==> src/rtl/alu16_pipe.sv <==
// Hack-style 16-bit ALU (zx nx zy ny f no) behind a 2-stage valid/ready pipeline.
// Define ALU16_OVF_EN to add the registered signed-overflow output ov.
module alu16_pipe #(
  parameter int unsigned WIDTH = 16
) (
  input  logic             clk,
  input  logic             rst_n,
  input  logic             in_valid,
  output logic             in_ready,
  input  logic [WIDTH-1:0] x,
  input  logic [WIDTH-1:0] y,
  input  logic [5:0]       ctrl,
  output logic             out_valid,
  input  logic             out_ready,
  output logic [WIDTH-1:0] out,
  output logic             zr,
  output logic             ng
`ifdef ALU16_OVF_EN
  ,
  output logic             ov
`endif
);

  // Stage-1 operand conditioning and function select
  logic [WIDTH-1:0] w_xa;
  logic [WIDTH-1:0] w_xb;
  logic [WIDTH-1:0] w_ya;
  logic [WIDTH-1:0] w_yb;
  logic [WIDTH-1:0] w_and;
  logic [WIDTH-1:0] w_sum;
  logic [WIDTH-1:0] w_raw;
  logic [WIDTH-1:0] w_res;

  // Handshake / advance controls
  logic w_s2_free;
  logic w_s1_adv;
  logic w_in_fire;

  // Stage registers
  logic             r_s1_valid;
  logic [WIDTH-1:0] r_s1_raw;
  logic             r_s1_no;
  logic             r_s2_valid;
  logic [WIDTH-1:0] r_out;
  logic             r_zr;
  logic             r_ng;

  always_comb begin
    w_xa  = ctrl[5] ? '0 : x;
    w_xb  = ctrl[4] ? ~w_xa : w_xa;
    w_ya  = ctrl[3] ? '0 : y;
    w_yb  = ctrl[2] ? ~w_ya : w_ya;
    w_and = w_xb & w_yb;
    w_sum = w_xb + w_yb;
    w_raw = ctrl[1] ? w_sum : w_and;
    w_res = r_s1_no ? ~r_s1_raw : r_s1_raw;
  end

  always_comb begin
    w_s2_free = !r_s2_valid || out_ready;
    w_s1_adv  = r_s1_valid && w_s2_free;
    in_ready  = !r_s1_valid || w_s2_free;
    w_in_fire = in_valid && in_ready;
  end

  // S1: loads on accept; empties when its beat moves to S2 with nothing new behind it
  always_ff @(posedge clk or negedge rst_n) begin
    if (!rst_n) begin
      r_s1_valid <= 1'b0;
      r_s1_raw   <= '0;
      r_s1_no    <= 1'b0;
    end else begin
      if (w_in_fire) begin
        r_s1_valid <= 1'b1;
        r_s1_raw   <= w_raw;
        r_s1_no    <= ctrl[0];
      end else if (w_s1_adv) begin
        r_s1_valid <= 1'b0;
      end
    end
  end

  // S2: result registers only change on an advance, so they hold under stall and when empty
  always_ff @(posedge clk or negedge rst_n) begin
    if (!rst_n) begin
      r_s2_valid <= 1'b0;
      r_out      <= '0;
      r_zr       <= 1'b0;
      r_ng       <= 1'b0;
    end else begin
      if (w_s1_adv) begin
        r_s2_valid <= 1'b1;
        r_out      <= w_res;
        r_zr       <= (w_res == '0);
        r_ng       <= w_res[WIDTH-1];
      end else if (out_ready) begin
        r_s2_valid <= 1'b0;
      end
    end
  end

  assign out_valid = r_s2_valid;
  assign out       = r_out;
  assign zr        = r_zr;
  assign ng        = r_ng;

`ifdef ALU16_OVF_EN
  logic w_ovf;
  logic r_s1_ov;
  logic r_ov;

  // Operands agree in sign but the wrapped sum does not; judged before the no inversion
  always_comb begin
    w_ovf = ctrl[1] && (w_xb[WIDTH-1] == w_yb[WIDTH-1]) &&
            (w_sum[WIDTH-1] != w_xb[WIDTH-1]);
  end

  always_ff @(posedge clk or negedge rst_n) begin
    if (!rst_n) begin
      r_s1_ov <= 1'b0;
      r_ov    <= 1'b0;
    end else begin
      if (w_in_fire) begin
        r_s1_ov <= w_ovf;
      end
      if (w_s1_adv) begin
        r_ov <= r_s1_ov;
      end
    end
  end

  assign ov = r_ov;
`endif

endmodule

==> config.mk <==
export PLATFORM = sky130hd
export DESIGN_NAME = alu16_pipe
export DESIGN_NICKNAME = d
export VERILOG_FILES = /design/src/rtl/alu16_pipe.sv
export SDC_FILE = /design/constraint.sdc
export NUM_CORES = 1
export LEC_CHECK = 0
export ABC_AREA = 1
export CORE_MARGIN = 3
export CORE_UTILIZATION = 48
export CTS_CLUSTER_DIAMETER = 200
export DETAILED_ROUTE_END_ITERATION = 12
export PLACE_DENSITY = 0.78
export SETUP_SLACK_MARGIN = 0.02
export SLEW_MARGIN = 5
export SYNTH_ARGS = -nofsm -noshare
export SYNTH_HDL_FRONTEND = slang
export SYNTH_SLANG_ARGS = --single-unit
==> constraint.sdc <==
create_clock -name clk -period 1.2 [get_ports clk]
set_input_delay 0.12 -clock clk [delete_from_list [all_inputs] [get_ports clk]]
set_output_delay 0.12 -clock clk [all_outputs]
set_load 0.05 [all_outputs]
==> qor.csv, run 1 <==
stage;metric;value;unit
outcome;outcome;finished, violations left;
outcome;violations;negative setup slack;
sta;setup_viol;24;
min_path;hold_class;primary input to asynchronous set/reset pin;
pwr;pwr-share-seq;0.220;
pwr;ir_worst_vdd;2500;µV
synth;syn_nets;535;
clock_network;cts_hold_repair.buffers;0;
clock_network;clockBufferDepth;2;
layout;nets;665;
critical_path;start_kind;primary input;
clock_network;cts_htree_levels;2;
clock_network;path_clk_slew;80;ps
sta;max_freq;0.518;GHz
global_routing;grt_pass1_wl;15900;µm
synth;avgSynthCellArea;6.64;µm²
drt;firstDrtPassIters;10;
die;die_y;87.1;µm
critical_path;r2r_cells;6;
die;die_area;7590;µm²
pwr;finalPower;0.00938;W
pwr;combPwrFrac;0.652;
pwr;p_sw;0.00426;W
sta;final.setup_skew;14.0;ps
pwr;internal_power;0.00513;W
drt;drc;0;
pwr;switching_share;0.454;
clock_network;cts_buffers;5;
sta;hold_slack;189;ps
synth;yosys_warnings;0;
critical_path;required;1390;ps
placed_design;portBuffers;61;
drt;drt-initial-drc-count;490;
global_routing;grt_overflow;0;
global_routing;grt_pass1_vias;3402;
global_routing;grt_usage;0.270;
sta;slew_violations;0;
die;core;6130;µm²
placed_design;place.gp.congestion;0.842;
synth;ys_types;27;
layout;area_delta_synth_final;80.3;%
sta;max_slew_margin;0.782;
drt;wl_per_cell;20.9;µm
synth;syn-cell-area;3160;µm²
sta;rsz0062_at_grt;true;
critical_path;arrival;2120;ps
synth;syn_inst;476;
critical_path;criticalPathCategory;primary input to flop;
drt;wirelength;14200;µm
flow_run;maxCapViolations;0;
synth;ys_ff_latch;36;
layout;diodes;0;
die;die_w;87.1;µm
pwr;clockPowerShare;0.127;
sta;finalHoldViolations;0;
synth;ys_seq_area_frac;0.285;
sta;fin_crit_sh;1.61;
pwr;cellLeakagePower;2.86;nW
synth;synth-edff-count;0;
critical_path;end_kind;flop;
sta;layout_setup_ws;-729;ps
global_routing;grt_max_degree;37;
layout;final_layout_size_suffix_gt1_frac;0.450;
drt;ant_nets;0;
layout;fin_util;0.929;
sta;worstMarginPinSlew;327;ps
placed_design;dp_hpwl;7050;µm
clock_network;clk-insertion-delay-late;310;ps
drt;drt-vias-per-instance;5.93;
synth;synthArstFlopShare;1.00;
critical_path;path_max_fanout;8;
pwr;power_density;1650;nW/µm²
drt;num_vias;4045;
clock_network;tritoncts;built;
die;initial_core_util;0.515;
global_routing;antenna_found_initial;0;
die;rows;28;
die;io_pins;62;
sta;period_needed;1930;ps
clock_network;cts.sinks;36;
clock_network;cts_root_buffer;clkbuf_8;
synth;synth_ff_type;dfrtp_1;
## cells by family after synthesis
family,Yosys count,share of synthesized area
compound gates,48,0.0808
xor+xnor,50,0.139
fa+ha+maj,17,0.0697
buf+inv,95,0.128
flops,36,0.285
simple gates,230,0.297
## cell usage in the layout (no fill, tap or decap), drive strengths merged, types with 16 or more instances in the layout
master         instances
a21oi                 29
buf                   99
clkdlybuf4s50         18
dfrtp                 36
ha                    16
inv                   79
nand2                168
nand3                 24
nor2                  28
o21ai                 17
xor2                  37
## routing by layer
| metal | share of wire | vias to the layer above | global-route usage |
|---|---|---|---|
| li1 | - | 1711 | - |
| met1 | 0.35 | 1908 | 0.322 |
| met2 | 0.49 | 308 | 0.496 |
| met3 | 0.084 | 118 | 0.0464 |
| met4 | 0.075 | 0 | 0.0739 |
| met5 | 0 | - | 0 |
## critical path: stages
cell	delay, ps
buf_6	80
clkinvlp_4	190
buf_6	210
nand2_2	60
xor2_1	200
inv_1	120
ha_4	290
nand2_4	110
inv_1	70
nand2_2	100
nand3_4	130
nand2_2	110
nand2_1	60
nand2_1	80
nand3_1	80
nand2_1	80
nand2_1	60
## Yosys cell counts (all sizes together), types with 3 or more instances
cell	count	area, µm²
nand2	168	638
inv	79	297
xor2	37	324
dfrtp	36	901
a21oi	29	156
nor2	28	105
nand3	24	130
o21ai	17	85.1
buf	16	109
ha	16	200
xnor2	13	114
nand4	4	25.0
nor3	3	15.0
## power by group through the flow
| stage | clock network (W) | registers (W) | logic, W |
|---|---|---|---|
| after floorplan | 0 | 0.00260 | 0.00189 |
| after global placement | 0 | 0.00196 | 0.00465 |
| after detailed placement | 0 | 0.00198 | 0.00475 |
| after CTS | 0.00119 | 0.00197 | 0.00509 |
| after global routing | 0.00124 | 0.00209 | 0.00634 |
| final | 0.00119 | 0.00207 | 0.00612 |
## worst paths after layout
kind	startpoint	endpoint	slack [ps]
max	ctrl[5]	r_s1_raw[14]	-730
min	rst_n	out[0]	190
max reg2reg	r_s1_no	zr	-220
min reg2reg	zr	zr	560
max in group asynchronous	rst_n	out_valid	810
min in group clk	ctrl[0]	r_s1_no	420
## stage by stage
step                      setup slack [ps]  setup TNS, ps  cell area, µm²  cells
after global placement               -1210         -19510            4720    656
after detailed placement             -1220         -20420            4720    656
after global routing                  -825         -11570            5700    682
after floorplan                       -440          -6120            3450    476
final                                 -729          -9610            5700    682
after CTS                             -492          -6310            5170    675
## registers in the layout (all words and copies together) (netlist names)
name,flops
zr,1
r_s1_raw,16
r_s1_valid,1
out,16
r_s1_no,1
out_valid,1
## repair_timing
item,4_1_cts,5_1_grt
pin swaps,63,54
buffers inserted,8,5
resized for setup,91,114
setup endpoints to repair,26,35
gates cloned,3,2
## area by class of cell
type	count	area, µm²
inverter	79	322
timing repair buffer	137	1560
multi-input combinational	345	2670
tap	75	93.8
clock buffer	7	96.3
sequential	36	902
timing repair inverter	2	20.0
clock inverter	1	30.0
fill	217	435
No activity file was read; power rests on OpenSTA's default activity.
==> inputs of run 2 (changes only) <==
SKIP_LAST_GASP = 1   (was not set)
==> run 2 against run 1 <==
- the flow still finishes with violations (negative setup slack)
- final cell count down 0.15%
- worst setup slack lost 18 ps
- via count down 4.1%
- clock skew is 4.8 ps lower
- critical endpoint is now r_s1_raw[7]
==> qor.csv, run 2 (synthesis gave the netlist of run 1 again) <==
stage;metric;value;unit;change
outcome;outcome;finished, violations left;;
outcome;violations;negative setup slack;;
sta;worstMarginPinSlew;267;ps;-60.3 ps
critical_path;path_max_fanout;8;;unchanged
flow_run;maxCapViolations;0;;unchanged
layout;most-common-layout-cells;109 x nand2_1, 61 x inv_1, 56 x buf_4;;
critical_path;required;1420;ps;+30 ps
placed_design;portBuffers;61;;unchanged
critical_path;crit_chain;buf_6 -> clkinvlp_4 -> buf_6 -> nand2_2 -> xor2_1 -> inv_1 -> ha_4 -> nand2_4 -> inv_2 -> a21oi_4 -> nand2_4 -> a21oi_1 -> o21ai_1 -> a21oi_2;;
layout;final_common_cell;nand2_1;;
sta;layout_setup_ws;-747;ps;-18.1 ps
global_routing;antenna_found_initial;0;;unchanged
placed_design;place.gp.congestion;0.842;;unchanged
placed_design;placedInstanceArea;4720;µm²;unchanged
pwr;ir_worst_vdd;2230;µV;-11%
layout;final_layout_size_suffix_gt1_frac;0.431;;-0.0191
sta;setup_viol;21;;-13%
critical_path;arrival;2170;ps;+50 ps
layout;fin_area;5620;µm²;-1.3%
sta;max_slew_margin;0.820;;+0.0383
critical_path;end_kind;flop;;
drt;ant_nets;0;;unchanged
global_routing;grt_overflow;0;;unchanged
die;die_area;7590;µm²;unchanged
critical_path;start_kind;primary input;;
min_path;hold_class;primary input to asynchronous set/reset pin;;
global_routing;grt_pass1_wl;15900;µm;+0.30%
critical_path;crit_path_max_incr_delay;280;ps;about the same
die;initial_core_util;0.515;;unchanged
clock_network;cts_htree_levels;2;;unchanged
drt;drt-initial-drc-count;413;;-16%
drt;wl_per_cell;19.3;µm;-7.4%
layout;nets;664;;-0.15%
die;rows;28;;unchanged
clock_network;clockBufferDepth;2;;unchanged
die;core;6130;µm²;unchanged
sta;final.setup_skew;9.18;ps;-4.78 ps
pwr;cellLeakagePower;2.83;nW;-1.0%
die;die_y;87.1;µm;unchanged
layout;multiInputGateArea;2620;µm²;-2.0%
die;die_w;87.1;µm;unchanged
global_routing;grt_max_degree;37;;unchanged
layout;diodes;0;;unchanged
critical_path;criticalPathCategory;primary input to flop;;
clock_network;clk-insertion-delay-late;310;ps;about the same
clock_network;cts_buffers;5;;unchanged
drt;drt-vias-per-instance;5.70;;-3.9%
global_routing;grt_pass1_vias;3397;;-0.15%
layout;fin_util;0.917;;-0.0118
critical_path;crit_slowest_cell;ha_4;;
die;io_pins;62;;unchanged
clock_network;cts.sinks;36;;unchanged
sta;rsz0062_at_grt;true;;
clock_network;path_clk_slew;80;ps;about the same
global_routing;grt_usage;0.270;;+0.000593
sta;max_freq;0.513;GHz;-0.93%
drt;firstDrtPassIters;5;;-5
sta;finalHoldViolations;0;;unchanged
clock_network;tritoncts;built;;
sta;fin_crit_sh;1.62;;+0.0151
layout;fillers;228;;+5.1%
placed_design;dp_hpwl;7050;µm;unchanged
clock_network;cts_hold_repair.buffers;0;;unchanged
clock_network;cts_root_buffer;clkbuf_8;;
drt;num_vias;3881;;-4.1%
sta;hold_slack;190;ps;+1.10 ps
layout;register_area;902;µm²;unchanged
drt;wirelength;13200;µm;-7.6%
sta;period_needed;1950;ps;+18.1 ps
layout;area_delta_synth_final;78.0;%;
sta;slew_violations;0;;unchanged
pwr;power_density;1630;nW/µm²;-0.77%
drt;drc;0;;unchanged
-- run 2: routing by layer --
| layer | vias to the layer above | global-route usage | part of all wire |
|---|---|---|---|
| li1 | 1705 | - | - |
| met1 | 1846 | 0.324 | 0.36 |
| met2 | 257 | 0.499 | 0.51 |
| met3 | 73 | 0.0454 | 0.074 |
| met4 | 0 | 0.0669 | 0.055 |
| met5 | - | 0 | 0 |
-- run 2: metrics by stage --
stage	worst slack [ps]	TNS, ps	instances	total power, W
after detailed placement	-1220	-20420	656	0.00674
after global placement	-1210	-19510	656	0.00662
final	-747	-8780	681	0.00919
after floorplan	-440	-6120	476	0.00450
after CTS	-492	-6470	675	0.00824
after global routing	-760	-10240	681	0.00951
-- run 2: path summary, 6_finish.rpt --
kind,from,end,slack (ps),cells past startpoint
min in group clk,ctrl[0],r_s1_no,360,3
worst max-delay path,ctrl[5],r_s1_raw[7],-750,14
max in group asynchronous,rst_n,out_valid,820,2
worst min-delay path,rst_n,r_s1_raw[10],190,2
worst max register to register,r_s1_no,zr,-200,6
worst min register to register,out[3],out[3],540,2
-- run 2: critical path: cells and delay by family --
family | cells | cell delay, ps
simple gates | 3 | 260
buf+inv | 5 | 600
xor+xnor | 1 | 160
fa+ha+maj | 1 | 280
compound gates | 4 | 730
-- run 2: power by group --
part	switching, W	internal, W	total, W
registers	0.000485	0.00157	0.00206
clock network	0.000467	0.000733	0.00120
logic	0.00315	0.00278	0.00593
total	0.00410	0.00509	0.00919
-- run 2: cell type report --
class / count / area share
Clock buffer: 7 / 0.0171
Multi-Input combinational cell: 345 / 0.466
Timing Repair inverter: 2 / 0.00356
Inverter: 79 / 0.0563
Timing Repair Buffer: 136 / 0.274
Tap cell: 75 / 0.0167
Clock inverter: 1 / 0.00534
Sequential cell: 36 / 0.160
-- run 2: timing repair --
action	4_1_cts	5_1_grt
endpoints found under the setup margin	26	35
gates cloned	3	2
setup buffers	8	4
gates resized for setup	88	96
hold endpoints to repair	0	0
pin swaps	63	41
==> inputs of run 3 (changes only) <==
CAP_MARGIN = 20   (was not set)
==> results of run 3 <==
No change in the layout: final DEF, timing and power equal those of run 2.
